[src/rtl/booth_mul_arbiter.sv]
// Round-robin sequencer sharing one signed Booth multiplier among NREQ requesters.
// Define BOOTH_ARB_TIMEOUT_EN to bound WAIT by TIMEOUT cycles (rsp_err on abort).
module booth_mul_arbiter #(
    parameter int NREQ    = 4,
    parameter int W       = 4,
    parameter int TIMEOUT = 15,
    localparam int IW     = (NREQ > 1) ? $clog2(NREQ) : 1
) (
    input  logic                clk,
    input  logic                rst,
    input  logic [NREQ-1:0]     req,
    input  logic [NREQ*W-1:0]   req_x,
    input  logic [NREQ*W-1:0]   req_y,
    output logic [NREQ-1:0]     gnt,
    output logic [NREQ-1:0]     rsp_valid,
    output logic [2*W-1:0]      rsp_z,
    output logic [IW-1:0]       rsp_id,
    output logic                rsp_err,
    output logic                busy,
    output logic                mul_start,
    output logic [W-1:0]        mul_x,
    output logic [W-1:0]        mul_y,
    input  logic                mul_valid,
    input  logic [2*W-1:0]      mul_z
);

    typedef enum logic [1:0] {
        S_IDLE,
        S_ISSUE,
        S_WAIT,
        S_RESP
    } state_e;

    state_e          state_q, state_d;
    logic [IW-1:0]   ptr_q, ptr_d;
    logic [IW-1:0]   id_q, id_d;
    logic [NREQ-1:0] gnt_q, gnt_d;
    logic [NREQ-1:0] rsp_valid_q, rsp_valid_d;
    logic [2*W-1:0]  rsp_z_q, rsp_z_d;
    logic            busy_q, busy_d;
    logic            mul_start_q, mul_start_d;
    logic [W-1:0]    mul_x_q, mul_x_d;
    logic [W-1:0]    mul_y_q, mul_y_d;
    logic            sel_hit;
    logic [IW-1:0]   sel_id;

`ifdef BOOTH_ARB_TIMEOUT_EN
    localparam int CW = $clog2(TIMEOUT + 1);
    logic [CW-1:0] cnt_q, cnt_d;
    logic [CW-1:0] cnt_inc;
    logic          rsp_err_q, rsp_err_d;

    assign cnt_inc = cnt_q + CW'(1);
    assign rsp_err = rsp_err_q;
`else
    assign rsp_err = 1'b0;
`endif

    // First set request at or above ptr, wrapping past NREQ-1.
    always_comb begin
        int idx;
        idx     = 0;
        sel_hit = 1'b0;
        sel_id  = '0;
        for (int k = 0; k < NREQ; k++) begin
            idx = int'(ptr_q) + k;
            if (idx >= NREQ) begin
                idx = idx - NREQ;
            end
            if (!sel_hit && req[idx]) begin
                sel_hit = 1'b1;
                sel_id  = IW'(idx);
            end
        end
    end

    always_comb begin
        state_d     = state_q;
        ptr_d       = ptr_q;
        id_d        = id_q;
        gnt_d       = '0;
        rsp_valid_d = '0;
        rsp_z_d     = rsp_z_q;
        busy_d      = busy_q;
        mul_start_d = 1'b0;
        mul_x_d     = mul_x_q;
        mul_y_d     = mul_y_q;
`ifdef BOOTH_ARB_TIMEOUT_EN
        cnt_d       = cnt_q;
        rsp_err_d   = 1'b0;
`endif
        unique case (state_q)
            S_IDLE: begin
                if (sel_hit) begin
                    state_d     = S_ISSUE;
                    id_d        = sel_id;
                    mul_x_d     = req_x[int'(sel_id)*W +: W];
                    mul_y_d     = req_y[int'(sel_id)*W +: W];
                    gnt_d       = NREQ'(1) << sel_id;
                    mul_start_d = 1'b1;
                    busy_d      = 1'b1;
                end
            end
            S_ISSUE: begin
                state_d = S_WAIT;
`ifdef BOOTH_ARB_TIMEOUT_EN
                cnt_d   = '0;
`endif
            end
            S_WAIT: begin
                if (mul_valid) begin
                    state_d     = S_RESP;
                    rsp_z_d     = mul_z;
                    rsp_valid_d = NREQ'(1) << id_q;
`ifdef BOOTH_ARB_TIMEOUT_EN
                end else if (cnt_inc == CW'(TIMEOUT)) begin
                    state_d     = S_RESP;
                    rsp_z_d     = '0;
                    rsp_err_d   = 1'b1;
                    rsp_valid_d = NREQ'(1) << id_q;
                end else begin
                    cnt_d = cnt_inc;
`endif
                end
            end
            S_RESP: begin
                state_d = S_IDLE;
                busy_d  = 1'b0;
                ptr_d   = (id_q == IW'(NREQ - 1)) ? '0 : id_q + IW'(1);
            end
            default: state_d = S_IDLE;
        endcase
    end

    always_ff @(posedge clk or negedge rst) begin
        if (!rst) begin
            state_q     <= S_IDLE;
            ptr_q       <= '0;
            id_q        <= '0;
            gnt_q       <= '0;
            rsp_valid_q <= '0;
            rsp_z_q     <= '0;
            busy_q      <= 1'b0;
            mul_start_q <= 1'b0;
            mul_x_q     <= '0;
            mul_y_q     <= '0;
        end else begin
            state_q     <= state_d;
            ptr_q       <= ptr_d;
            id_q        <= id_d;
            gnt_q       <= gnt_d;
            rsp_valid_q <= rsp_valid_d;
            rsp_z_q     <= rsp_z_d;
            busy_q      <= busy_d;
            mul_start_q <= mul_start_d;
            mul_x_q     <= mul_x_d;
            mul_y_q     <= mul_y_d;
        end
    end

`ifdef BOOTH_ARB_TIMEOUT_EN
    always_ff @(posedge clk or negedge rst) begin
        if (!rst) begin
            cnt_q     <= '0;
            rsp_err_q <= 1'b0;
        end else begin
            cnt_q     <= cnt_d;
            rsp_err_q <= rsp_err_d;
        end
    end
`endif

    assign gnt       = gnt_q;
    assign rsp_valid = rsp_valid_q;
    assign rsp_z     = rsp_z_q;
    assign rsp_id    = id_q;
    assign busy      = busy_q;
    assign mul_start = mul_start_q;
    assign mul_x     = mul_x_q;
    assign mul_y     = mul_y_q;

endmodule

[config.mk]
export PLATFORM = sky130hd
export DESIGN_NAME = booth_mul_arbiter
export DESIGN_NICKNAME = d
export VERILOG_FILES = /design/src/rtl/booth_mul_arbiter.sv
export SDC_FILE = /design/constraint.sdc
export NUM_CORES = 1
export LEC_CHECK = 0
export ABC_AREA = 1
export CORE_AREA = 3 3 99 54
export CTS_CLUSTER_DIAMETER = 30
export DETAILED_ROUTE_END_ITERATION = 8
export DIE_AREA = 0 0 102 57
export HOLD_SLACK_MARGIN = 0.05
export PLACE_DENSITY = 0.75
export SYNTH_ARGS = -nofsm -noshare
export SYNTH_HDL_FRONTEND = slang
export SYNTH_SLANG_ARGS = --single-unit
[constraint.sdc]
create_clock -name clk -period 1.9 [get_ports clk]
set_input_delay 0.19 -clock clk [delete_from_list [all_inputs] [get_ports clk]]
set_output_delay 0.19 -clock clk [all_outputs]
set_load 0.02 [all_outputs]
==> results of run 1 <==
-- flip-flops by register name, summed over array words and instances (netlist names) --
signal	count
rsp_z	8
gnt	4
mul_x	4
mul_y	4
rsp_valid	4
ptr_q	2
rsp_id	2
state_q	2
busy	1
mul_start	1
-- metal layers --
layer  vias up  part of all wire, %  GRT usage [%]
met2        61                   52          30.19
met5         -                    0              0
met4         0                 0.57          5.981
li1        971                    -              -
met1       887                   42          20.46
met3         4                  5.3          5.128
-- power by group through the flow --
stage,combinational [mW],clock [mW],sequential [mW]
detailed placement,3.37,0,1.20
global route,4.39,0.680,1.23
global placement,3.28,0,1.18
finish,3.99,0.642,1.19
CTS,3.42,0.647,1.18
floorplan,1.86,0,1.48
-- worst min path at each step --
stage | startpoint | end | slack [ns]
3_5_place_dp | mul_x[0] | mul_x[0] | 0.49
4_1_cts | rst | rsp_z[4] | 0.30
2_1_floorplan | rst | busy | -0.11
5_1_grt | rst | rsp_z[4] | 0.31
3_3_place_gp | mul_y[0] | mul_y[0] | 0.48
6_report | rst | rsp_z[4] | 0.29
-- cells in the final DEF, fill, tap and decap left out, types with 2 or more instances in the layout --
| master | netlist | routed |
|---|---|---|
| a21oi_1 | 3 | 2 |
| o21ai_2 | 1 | 2 |
| inv_1 | 41 | 41 |
| buf_12 | 0 | 3 |
| ha_1 | 8 | 8 |
| dfrtp_1 | 32 | 30 |
| nand2_1 | 72 | 68 |
| mux2_2 | 8 | 8 |
| nand3_1 | 35 | 32 |
| nand3_2 | 2 | 5 |
| o21ai_0 | 6 | 4 |
| nor2_2 | 2 | 5 |
| clkbuf_8 | 0 | 5 |
| dfrtp_2 | 0 | 2 |
| nand2_4 | 2 | 4 |
| nor2_1 | 14 | 11 |
| or2_0 | 3 | 3 |
| nand2_2 | 7 | 8 |
| clkdlybuf4s50_1 | 0 | 74 |
| inv_4 | 0 | 2 |
| buf_4 | 4 | 16 |
| nand3b_1 | 4 | 4 |
-- metrics by stage --
step           utilization [%]  area [um2]  setup WS (ns)
6_report                 69.74        3085       -0.02060
3_3_place_gp             63.35        2803       -0.02747
5_1_grt                  69.74        3085        -0.1254
3_5_place_dp             63.35        2803        -0.1300
2_1_floorplan                -        1944         0.2442
4_1_cts                  66.12        2925       0.002248
-- kinds of logic after synthesis --
group           after synthesis  synth area share, %
compound gates               10                2.767
flops                        32                41.18
other cells                   1               0.1929
buf+inv                      52                11.65
fa+ha+maj                     8                5.148
mux                           8                4.633
simple gates                144                34.43
-- critical path, cell delays in order, from the launching register on --
cell and delay (ns):
dfrtp_2 0.44, buf_12 0.15, nand2_1 0.09, nand3_1 0.09, nand2_1 0.13, inv_1 0.11
nand2_1 0.10, nor2_2 0.05, inv_1 0.09, nand2_4 0.08, buf_12 0.14, nor2_2 0.17
nand3_1 0.12, nand3_1 0.08
-- cell type report --
cell class,count,area [um2]
clock buffers,6,72.57
clock inverters,2,35.03
fillers,339,1339
inverters,44,175.2
multi-input cells,171,980.9
flip-flops and latches,32,803.3
well taps,57,71.32
repair buffers,95,947.2
-- repair_timing --
item	4_1_cts	5_1_grt
resized for setup	0	31
setup endpoints to repair	1	17
setup buffers	2	8
pin swaps	0	7
==> flow_summary.toml, run 1 <==
[outcome]
status = "finished, violations left"
violations = "negative setup slack"

[final_layout]
fin_nets = 404
drive_gt1_share_pct = 19.71
diodes = 0
syn_to_final_growth_pct = 58.69
finish.cell_count_without_fillers = 407

[drt]
avgRoutedWirePerCell_um = 12.95
num_vias = 1923
drc = 0
drtAntennaViolNets = 0
avgViaCountPerCell = 4.725
totalWireLength_mm = 5.272
drt_first_pass_iters = 4
dr.first_iter.drc_count = 123

[sta]
fin_tns_setup_ns = -0.02666
hold-worst-slack_ns = 0.2893
fin_crit_ns = 1.921
hold_viol_final = 0
final_max_slew_viol_count = 0
highest_achievable_clock_rate_ghz = 0.5207
grt_setup_unrepaired = "true"
fin_skew_ns = 0.009704
setup_violations = 3
finalCritPeriodShare_pct = 101.1
final_worst_setup_slack_ns = -0.02060

[synthesis]
ys_warn_count = 0
synth.cell_area_mm2 = 0.001944
ys_top_cells_by_area = "dfrtp_1 (41%), nand2_1 (14%), nand3_1 (9.0%)"
synth.top_cell.area_share_pct = 41.18
syn_inst = 255
synth_async_sr_flop_share_pct = 100.0
yosys.cell_count.top_type = "nand2_1"
mapped_avg_cell_area_um2 = 7.625
yosys.area.top_type = "dfrtp_1"
synth_cell_types = 25
postSynthNetCount = 310
synth-main-ff-cell = "dfrtp_1"
number_of_enable_type_register_cells_in_the_synthesized_netlist = 0
synth.ff_latch_count = 32
synth-seq-area-share_pct = 41.18
synth_top_cells_by_count = "nand2_1 (72), inv_1 (41), nand3_1 (35)"

[floorplan]
die-height_um = 57
die_x_um = 102
die_area_mm2 = 0.005814
number_of_rows_in_the_core_area = 17
floorplan.core_area_mm2 = 0.004424
top_level_ports = 76
floorplan.initialDensity_pct = 43.95

[clock_network]
cts_made_buffers = 5
tritoncts = "built"
ctsLongestPathBuffers = 2
clock_sinks = 32
clock_transition_time_at_the_flip_flop_clock_pins_of_the_worst_setup_and_hold_paths_ns = 0.07
hold_buffers = 0
clk_latency_ns = 0.29
cts.htree.levels = 2
clock_tree.root_cell = "clkbuf_8"

[global_route]
globalRoute.totalOverflow = 0
grt_start_max_net_pins = 33
grt_antenna_before_repair = 0
grt_pass1_wl_mm = 7.893
overall_track_demand_over_capacity_in_global_routing_pct = 17.31
grt_pass1_vias = 1816

[placement]
hpwl_mm = 3.865
numPortBuffers = 74
placedCellCount = 389
gpl.final_weighted_congestion = 0.8395

[worst_setup_path]
cp.arrival_ns = 2.14
worst_setup_path_startpoint = "ptr_q[0]"
rrSetupSlack_ns = -0.02
worstReg2RegStart = "ptr_q[0]"
worstPathMaxFanout = 9
worst_setup_path_start_kind = "flip-flop"
critical_path_required_ns = 2.12
worst_r2r_path_depth = 13
worstSetupPathType = "flip-flop to flip-flop"
reg2reg_to = "mul_x[0]"
setup.worst_path.end_class = "flip-flop"
critical_path_capture_point = "mul_x[0]"

[pwr]
total_switching_power_mw = 2.606
worst_ir_drop_vdd_v = 0.0007424
power.internal_mw = 3.224
power_mw = 5.830
power.sequential.fraction_pct = 20.5
clkPwrFrac_pct = 11.0
p_leak_nw = 1.548
switching_share_pct = 44.70
power.density_mw_per_mm2 = 1890
combinationalPowerShare_pct = 68.5

[job]
maxCapViolations = 0

[worst_hold_path]
min-delay-path-class = "input pin to asynchronous set/reset pin"
No activity file was read; power rests on OpenSTA's default activity.
==> run 2, diff against run 1 <==
--- a/config.mk
+++ b/config.mk
@@ -6,12 +6,12 @@
 export NUM_CORES = 1
 export LEC_CHECK = 0
 export ABC_AREA = 1
-export CORE_AREA = 3 3 99 54
+export CORE_AREA = 3 3 95 52
 export CTS_CLUSTER_DIAMETER = 30
 export DETAILED_ROUTE_END_ITERATION = 8
-export DIE_AREA = 0 0 102 57
+export DIE_AREA = 0 0 98 55
 export HOLD_SLACK_MARGIN = 0.05
-export PLACE_DENSITY = 0.75
+export PLACE_DENSITY = 0.81
 export SYNTH_ARGS = -nofsm -noshare
 export SYNTH_HDL_FRONTEND = slang
 export SYNTH_SLANG_ARGS = --single-unit
==> constraint.sdc (replaced) <==
create_clock -name clk -period 2.4 [get_ports clk]
set_input_delay 0.24 -clock clk [delete_from_list [all_inputs] [get_ports clk]]
set_output_delay 0.24 -clock clk [all_outputs]
set_load 0.02 [all_outputs]
==> flow_summary.toml, run 2 (synthesized netlist as in run 1, its figures left out) <==
[floorplan]
die_x_um = 98
top_level_ports = 76
number_of_rows_in_the_core_area = 17
die_area_mm2 = 0.005390
floorplan.initialDensity_pct = 45.94
floorplan.core_area_mm2 = 0.004233
die-height_um = 55

[final_layout]
most_common_cell_after_layout_fill_and_taps_aside = "clkdlybuf4s50_1"
diodes = 0
layout_common_cells = "clkdlybuf4s50_1 (74), nand2_1 (72), inv_1 (41), nand3_1 (35), dfrtp_1 (32)"
fin_nets = 387
largest_register_ff_count = 8
syn_to_final_growth_pct = 45.11
drive_gt1_share_pct = 11.45
finish.cell_count_without_fillers = 389
fillCellCount = 383
finalCoreUtilization_pct = 66.66

[global_route]
grt_pass1_wl_mm = 8.045
grt_start_max_net_pins = 33
grt_antenna_before_repair = 0
overall_track_demand_over_capacity_in_global_routing_pct = 19.24
globalRoute.totalOverflow = 0
grt_pass1_vias = 1721

[drt]
totalWireLength_mm = 4.940
drc = 0
avgRoutedWirePerCell_um = 12.70
drt_first_pass_iters = 4
drtAntennaViolNets = 0
avgViaCountPerCell = 4.771
num_vias = 1856
dr.first_iter.drc_count = 121

[pwr]
combinationalPowerShare_pct = 64.0
switching_share_pct = 47.13
power.internal_mw = 2.047
worst_ir_drop_vdd_v = 0.0006223
p_leak_nw = 1.430
total_switching_power_mw = 1.824
clkPwrFrac_pct = 11.3
power.sequential.fraction_pct = 24.7
power.density_mw_per_mm2 = 1372

[clock_network]
cts_made_buffers = 5
clock_transition_time_at_the_flip_flop_clock_pins_of_the_worst_setup_and_hold_paths_ns = 0.06
clock_sinks = 32
tritoncts = "built"
hold_buffers = 0
post_cts_buffers = 0
post_cts_resize_count = 0
ctsLongestPathBuffers = 2
clock_tree.root_cell = "clkbuf_8"
clk_latency_ns = 0.28
cts.htree.levels = 2

[worst_setup_path]
cp_cell_sequence = "inv_2 -> nand2_1 -> nand2_2 -> nand2_2 -> nand2_2 -> nor2_4 -> nand3_2 -> nand2_4 -> nand2_4 -> or2_2 -> nand3_1 -> nand3_1"
critical_path.max_stage_delay_ns = 0.59
setup.worst_path.end_class = "flip-flop"
worstPathMaxFanout = 21
worstSetupPathType = "flip-flop to flip-flop"
cp_slowest_cell = "dfrtp_1"
cp.arrival_ns = 2.35
cpLargestDelayFamily = "simple AND/OR/NAND/NOR gates"
critical_path_required_ns = 2.56
cpMostUsedCell = "nand2_2"
worst_setup_path_start_kind = "flip-flop"
buffers_inverters_on_critical_path = 1

[sta]
final_max_slew_viol_count = 0
grt_setup_unrepaired = "false"
fin_skew_ns = 0.004593
fin_crit_ns = 2.193
hold_viol_final = 0
setup_violations = 0
final_worst_setup_slack_ns = 0.2069
highest_achievable_clock_rate_ghz = 0.4560
fin_tns_setup_ns = 0
finalCritPeriodShare_pct = 91.38

[job]
maxCapViolations = 0

[outcome]
status = "completed"

[placement]
gpl.final_weighted_congestion = 0.8793
placedCellCount = 382
numPortBuffers = 74
place_worst_setup_slack_ns = 0.1895
hpwl_mm = 3.966

[worst_hold_path]
min-delay-path-class = "input pin to asynchronous set/reset pin"
## run 2: changes by cell type in the layout (fill, tap and decap cells not counted), moves of 3 or more
cell	previous run	this run
buf_4	16	4
nand3_1	32	35
nand3_2	5	2
nand2_1	68	72
buf_12	3	0
inv_2	0	3
nor2_1	11	14
nor2_2	5	2
## run 2: per-layer routing
layer / track usage, % / vias up / share of wire, % / routed length (um)
li1: - / 930 / - / -
met1: 26.63 / 826 / 47 / 2303
met2: 30.07 / 93 / 43 / 2131
met3: 5.882 / 7 / 9.7 / 478
met4: 4.368 / 0 / 0.51 / 25
met5: 0 / - / 0 / 0
## run 2: per-stage QoR
| stage | instance area, um2 | power (mW) | hold slack, ns |
|---|---|---|---|
| after floorplan | 1944 | 2.645 | -0.05559 |
| after global placement | 2725 | 3.348 | 0.4712 |
| after detailed placement | 2725 | 3.437 | 0.4656 |
| after CTS | 2821 | 3.898 | 0.3773 |
| after global routing | 2821 | 4.202 | 0.4040 |
| final | 2821 | 3.871 | 0.3653 |
## run 2: path summary, 6_finish.rpt
check / cells past startpoint / startpoint / to / slack, ns
min in group clk: 2 / mul_y[2] / mul_y[2] / 0.48
max in group asynchronous: 2 / rst / rsp_z[4] / 1.74
max reg2reg: 12 / ptr_q[0] / mul_x[1] / 0.21
min: 2 / rst / ptr_q[1] / 0.37
min reg2reg: 2 / mul_y[2] / mul_y[2] / 0.48
max: 12 / ptr_q[0] / mul_x[1] / 0.21
## run 2: cell type report
cell class / instances / area [um2] / share of cell area, %
Multi-Input combinational cell: 171 / 917.1 / 32.51
Clock buffer: 7 / 96.34 / 3.415
Sequential cell: 32 / 800.8 / 28.38
Timing Repair Buffer: 78 / 770.7 / 27.32
Inverter: 44 / 165.2 / 5.854
Tap cell: 57 / 71.32 / 2.528
## run 2: worst reg2reg max path, stage by stage (launching register included)
cell	delay [ns]
dfrtp_1	0.59
inv_2	0.16
nand2_1	0.11
nand2_2	0.08
nand2_2	0.08
nand2_2	0.06
nor2_4	0.12
nand3_2	0.10
nand2_4	0.17
nand2_4	0.16
or2_2	0.30
nand3_1	0.07
nand3_1	0.07
## run 2: power by group through the flow
stage | clock, mW | sequential (mW) | combinational, mW
2_1_floorplan | 0 | 1.17 | 1.47
3_3_place_gp | 0 | 0.954 | 2.39
3_5_place_dp | 0 | 0.965 | 2.47
4_1_cts | 0.448 | 0.959 | 2.49
5_1_grt | 0.471 | 0.989 | 2.74
6_report | 0.438 | 0.956 | 2.48
==> run 3, diff against run 2 <==
==> config.mk (replaced) <==
export PLATFORM = sky130hd
export DESIGN_NAME = booth_mul_arbiter
export DESIGN_NICKNAME = d
export VERILOG_FILES = /design/src/rtl/booth_mul_arbiter.sv
export SDC_FILE = /design/constraint.sdc
export NUM_CORES = 1
export LEC_CHECK = 0
export ABC_AREA = 0
export CORE_AREA = 3 3 119 64
export CTS_CLUSTER_DIAMETER = 30
export DETAILED_ROUTE_END_ITERATION = 8
export DIE_AREA = 0 0 122 67
export HOLD_SLACK_MARGIN = 0.05
export PLACE_DENSITY = 0.49
export SYNTH_ARGS = -nofsm -noshare
export SYNTH_HDL_FRONTEND = slang
export SYNTH_SLANG_ARGS = --single-unit
==> flow_summary.toml, run 3 <==
[outcome]
status = "completed"

[floorplan]
floorplan.core_area_mm2 = 0.006595
die_area_mm2 = 0.008174
die-height_um = 67
top_level_ports = 76
floorplan.initialDensity_pct = 24.99
number_of_rows_in_the_core_area = 21
die_x_um = 122

[synthesis]
synth_async_sr_flop_share_pct = 100.0
ys_top_cells_by_area = "dfrtp_1 (49%), mux2i_1 (9.7%), o221ai_2 (7.3%)"
synth-seq-area-share_pct = 48.60
synth.ff_latch_count = 32
ys_warn_count = 0
yosys.cell_count.top_type = "dfrtp_1"
synth.cell_area_mm2 = 0.001648
mapped_avg_cell_area_um2 = 12.39
synth.top_cell.area_share_pct = 48.60
syn_inst = 133
synth_top_cells_by_count = "dfrtp_1 (32), mux2i_1 (16), nand2_1 (12)"
postSynthNetCount = 188
yosys.area.top_type = "dfrtp_1"
number_of_enable_type_register_cells_in_the_synthesized_netlist = 0
synth-main-ff-cell = "dfrtp_1"
synth_cell_types = 32

[pwr]
power.density_mw_per_mm2 = 1234
worst_ir_drop_vdd_v = 0.0004310
p_leak_nw = 1.199

[sta]
hold_viol_final = 0
fin_tns_setup_ns = 0
final_max_slew_viol_count = 0
timing_worst_slew_pin_value_ns = 0.5227
grt_setup_unrepaired = "false"
finalCritPeriodShare_pct = 71.52
final_worst_setup_slack_ns = 0.6835
worst_case_headroom_to_the_max_slew_limit_pct = 64.83
highest_achievable_clock_rate_ghz = 0.5826
fin_skew_ns = 0.003929
fin_crit_ns = 1.716
setup_violations = 0

[clock_network]
post_cts_buffers = 0
clock_sinks = 32
ctsLongestPathBuffers = 2
clock_transition_time_at_the_flip_flop_clock_pins_of_the_worst_setup_and_hold_paths_ns = 0.05
clock_tree.root_cell = "clkbuf_16"
post_cts_resize_count = 0
clk_latency_ns = 0.28
cts_made_buffers = 5
tritoncts = "built"
hold_buffers = 0
cts.htree.levels = 2

[final_layout]
largest_register_ff_count = 8
layout_common_cells = "clkdlybuf4s50_1 (74), dfrtp_1 (32), mux2i_1 (16), nand2_1 (12), mux2_2 (10)"
multiInputGateArea_um2 = 763.2
footprint_of_the_flip_flops_and_latches_um2 = 800.8
finish.cell_count_without_fillers = 305
drive_gt1_share_pct = 16.90
syn_to_final_growth_pct = 62.03
most_common_cell_after_layout_fill_and_taps_aside = "clkdlybuf4s50_1"
diodes = 0
fillCellCount = 636
fin_nets = 267

[drt]
avgViaCountPerCell = 4.197
num_vias = 1280
drc = 0
drt_first_pass_iters = 2
avgRoutedWirePerCell_um = 13.87
drtAntennaViolNets = 0
totalWireLength_mm = 4.231
dr.first_iter.drc_count = 21

[worst_setup_path]
worstPathMaxFanout = 21
worstSetupPathType = "input pin to flip-flop"
critical_path_required_ns = 2.55
cp.arrival_ns = 1.86
setup.worst_path.end_class = "flip-flop"
worst_setup_path_start_kind = "input pin"

[worst_hold_path]
min-delay-path-class = "input pin to asynchronous set/reset pin"

[job]
maxCapViolations = 0

[global_route]
grt_start_max_net_pins = 33
grt_pass1_wl_mm = 6.706
globalRoute.totalOverflow = 0
grt_pass1_vias = 1361
grt_antenna_before_repair = 0
overall_track_demand_over_capacity_in_global_routing_pct = 10.93

[placement]
placedCellCount = 297
numPortBuffers = 74
gpl.final_weighted_congestion = 0.6673
hpwl_mm = 3.261
place_worst_setup_slack_ns = 0.4097
run 3: cell types whose count changed after synthesis, sizes merged, moves of 2 or more:
cell / delta
nand3: -37
inv: -36
or2: -4
o221ai: +8
nor2b: +3
buf: -2
nand2: -67
o22ai: +2
nand3b: -4
nor2: -11
mux2i: +16
mux2: +2
o21ai: -3
and3: +5
run 3: kinds of logic after synthesis:
kind of cell               Yosys count  synth area share, %
AOI/OAI and AO/OA                   20                12.30
adders and majority gates            8                6.075
muxes                               26                16.55
DFF                                 32                48.60
and+or+nand+nor                     33                11.16
buffers and inverters               13                5.087
other                                1               0.2276
run 3: layer usage:
metal	vias to the layer above	global-route usage [%]	routed length, um
li1	631	-	-
met1	618	13.23	1826
met2	26	18.61	2193
met3	5	3.562	166
met4	0	3.352	45
met5	-	0	0
run 3: cell type report:
cell class	count	share of cell area [%]
multi-input combinational	88	28.58
timing repair buffer	77	29.05
sequential	32	29.99
tap	92	4.311
clock inverter	1	1.125
clock buffer	7	5.717
inverter	8	1.218
run 3: path summary, 6_finish.rpt:
check,from,to,slack [ns],cells after the start
max,req[2],mul_x[3],0.68,7
min,rst,mul_x[1],0.36,2
max reg2reg,ptr_q[0],mul_x[3],0.79,5
min reg2reg,mul_x[1],mul_x[1],0.48,2
max in group asynchronous,rst,rsp_valid[3],1.73,2
min in group clk,mul_x[1],mul_x[1],0.48,2
run 3: report_power, final:
group / internal, mW / switching [mW] / total, mW
logic: 0.805 / 0.805 / 1.61
registers: 0.771 / 0.144 / 0.915
clock network: 0.546 / 0.225 / 0.771
total: 2.12 / 1.17 / 3.30
run 3: critical path, stage by stage:
cell	delay, ns
clkdlybuf4s50_1	0.52
inv_1	0.07
o221a_1	0.25
o22ai_2	0.17
buf_12	0.21
mux2i_1	0.28
o221ai_2	0.13
run 3: metrics by stage:
stage / utilization [%] / area, um2 / total power [mW] / hold WS [ns]
floorplan: - / 1648 / 1.907 / -0.05559
detailed placement: 37.72 / 2487 / 2.560 / 0.4769
finish: 40.49 / 2670 / 3.296 / 0.3602
global placement: 37.72 / 2487 / 2.530 / 0.4744
CTS: 40.49 / 2670 / 3.350 / 0.3869
global route: 40.49 / 2670 / 3.527 / 0.4225
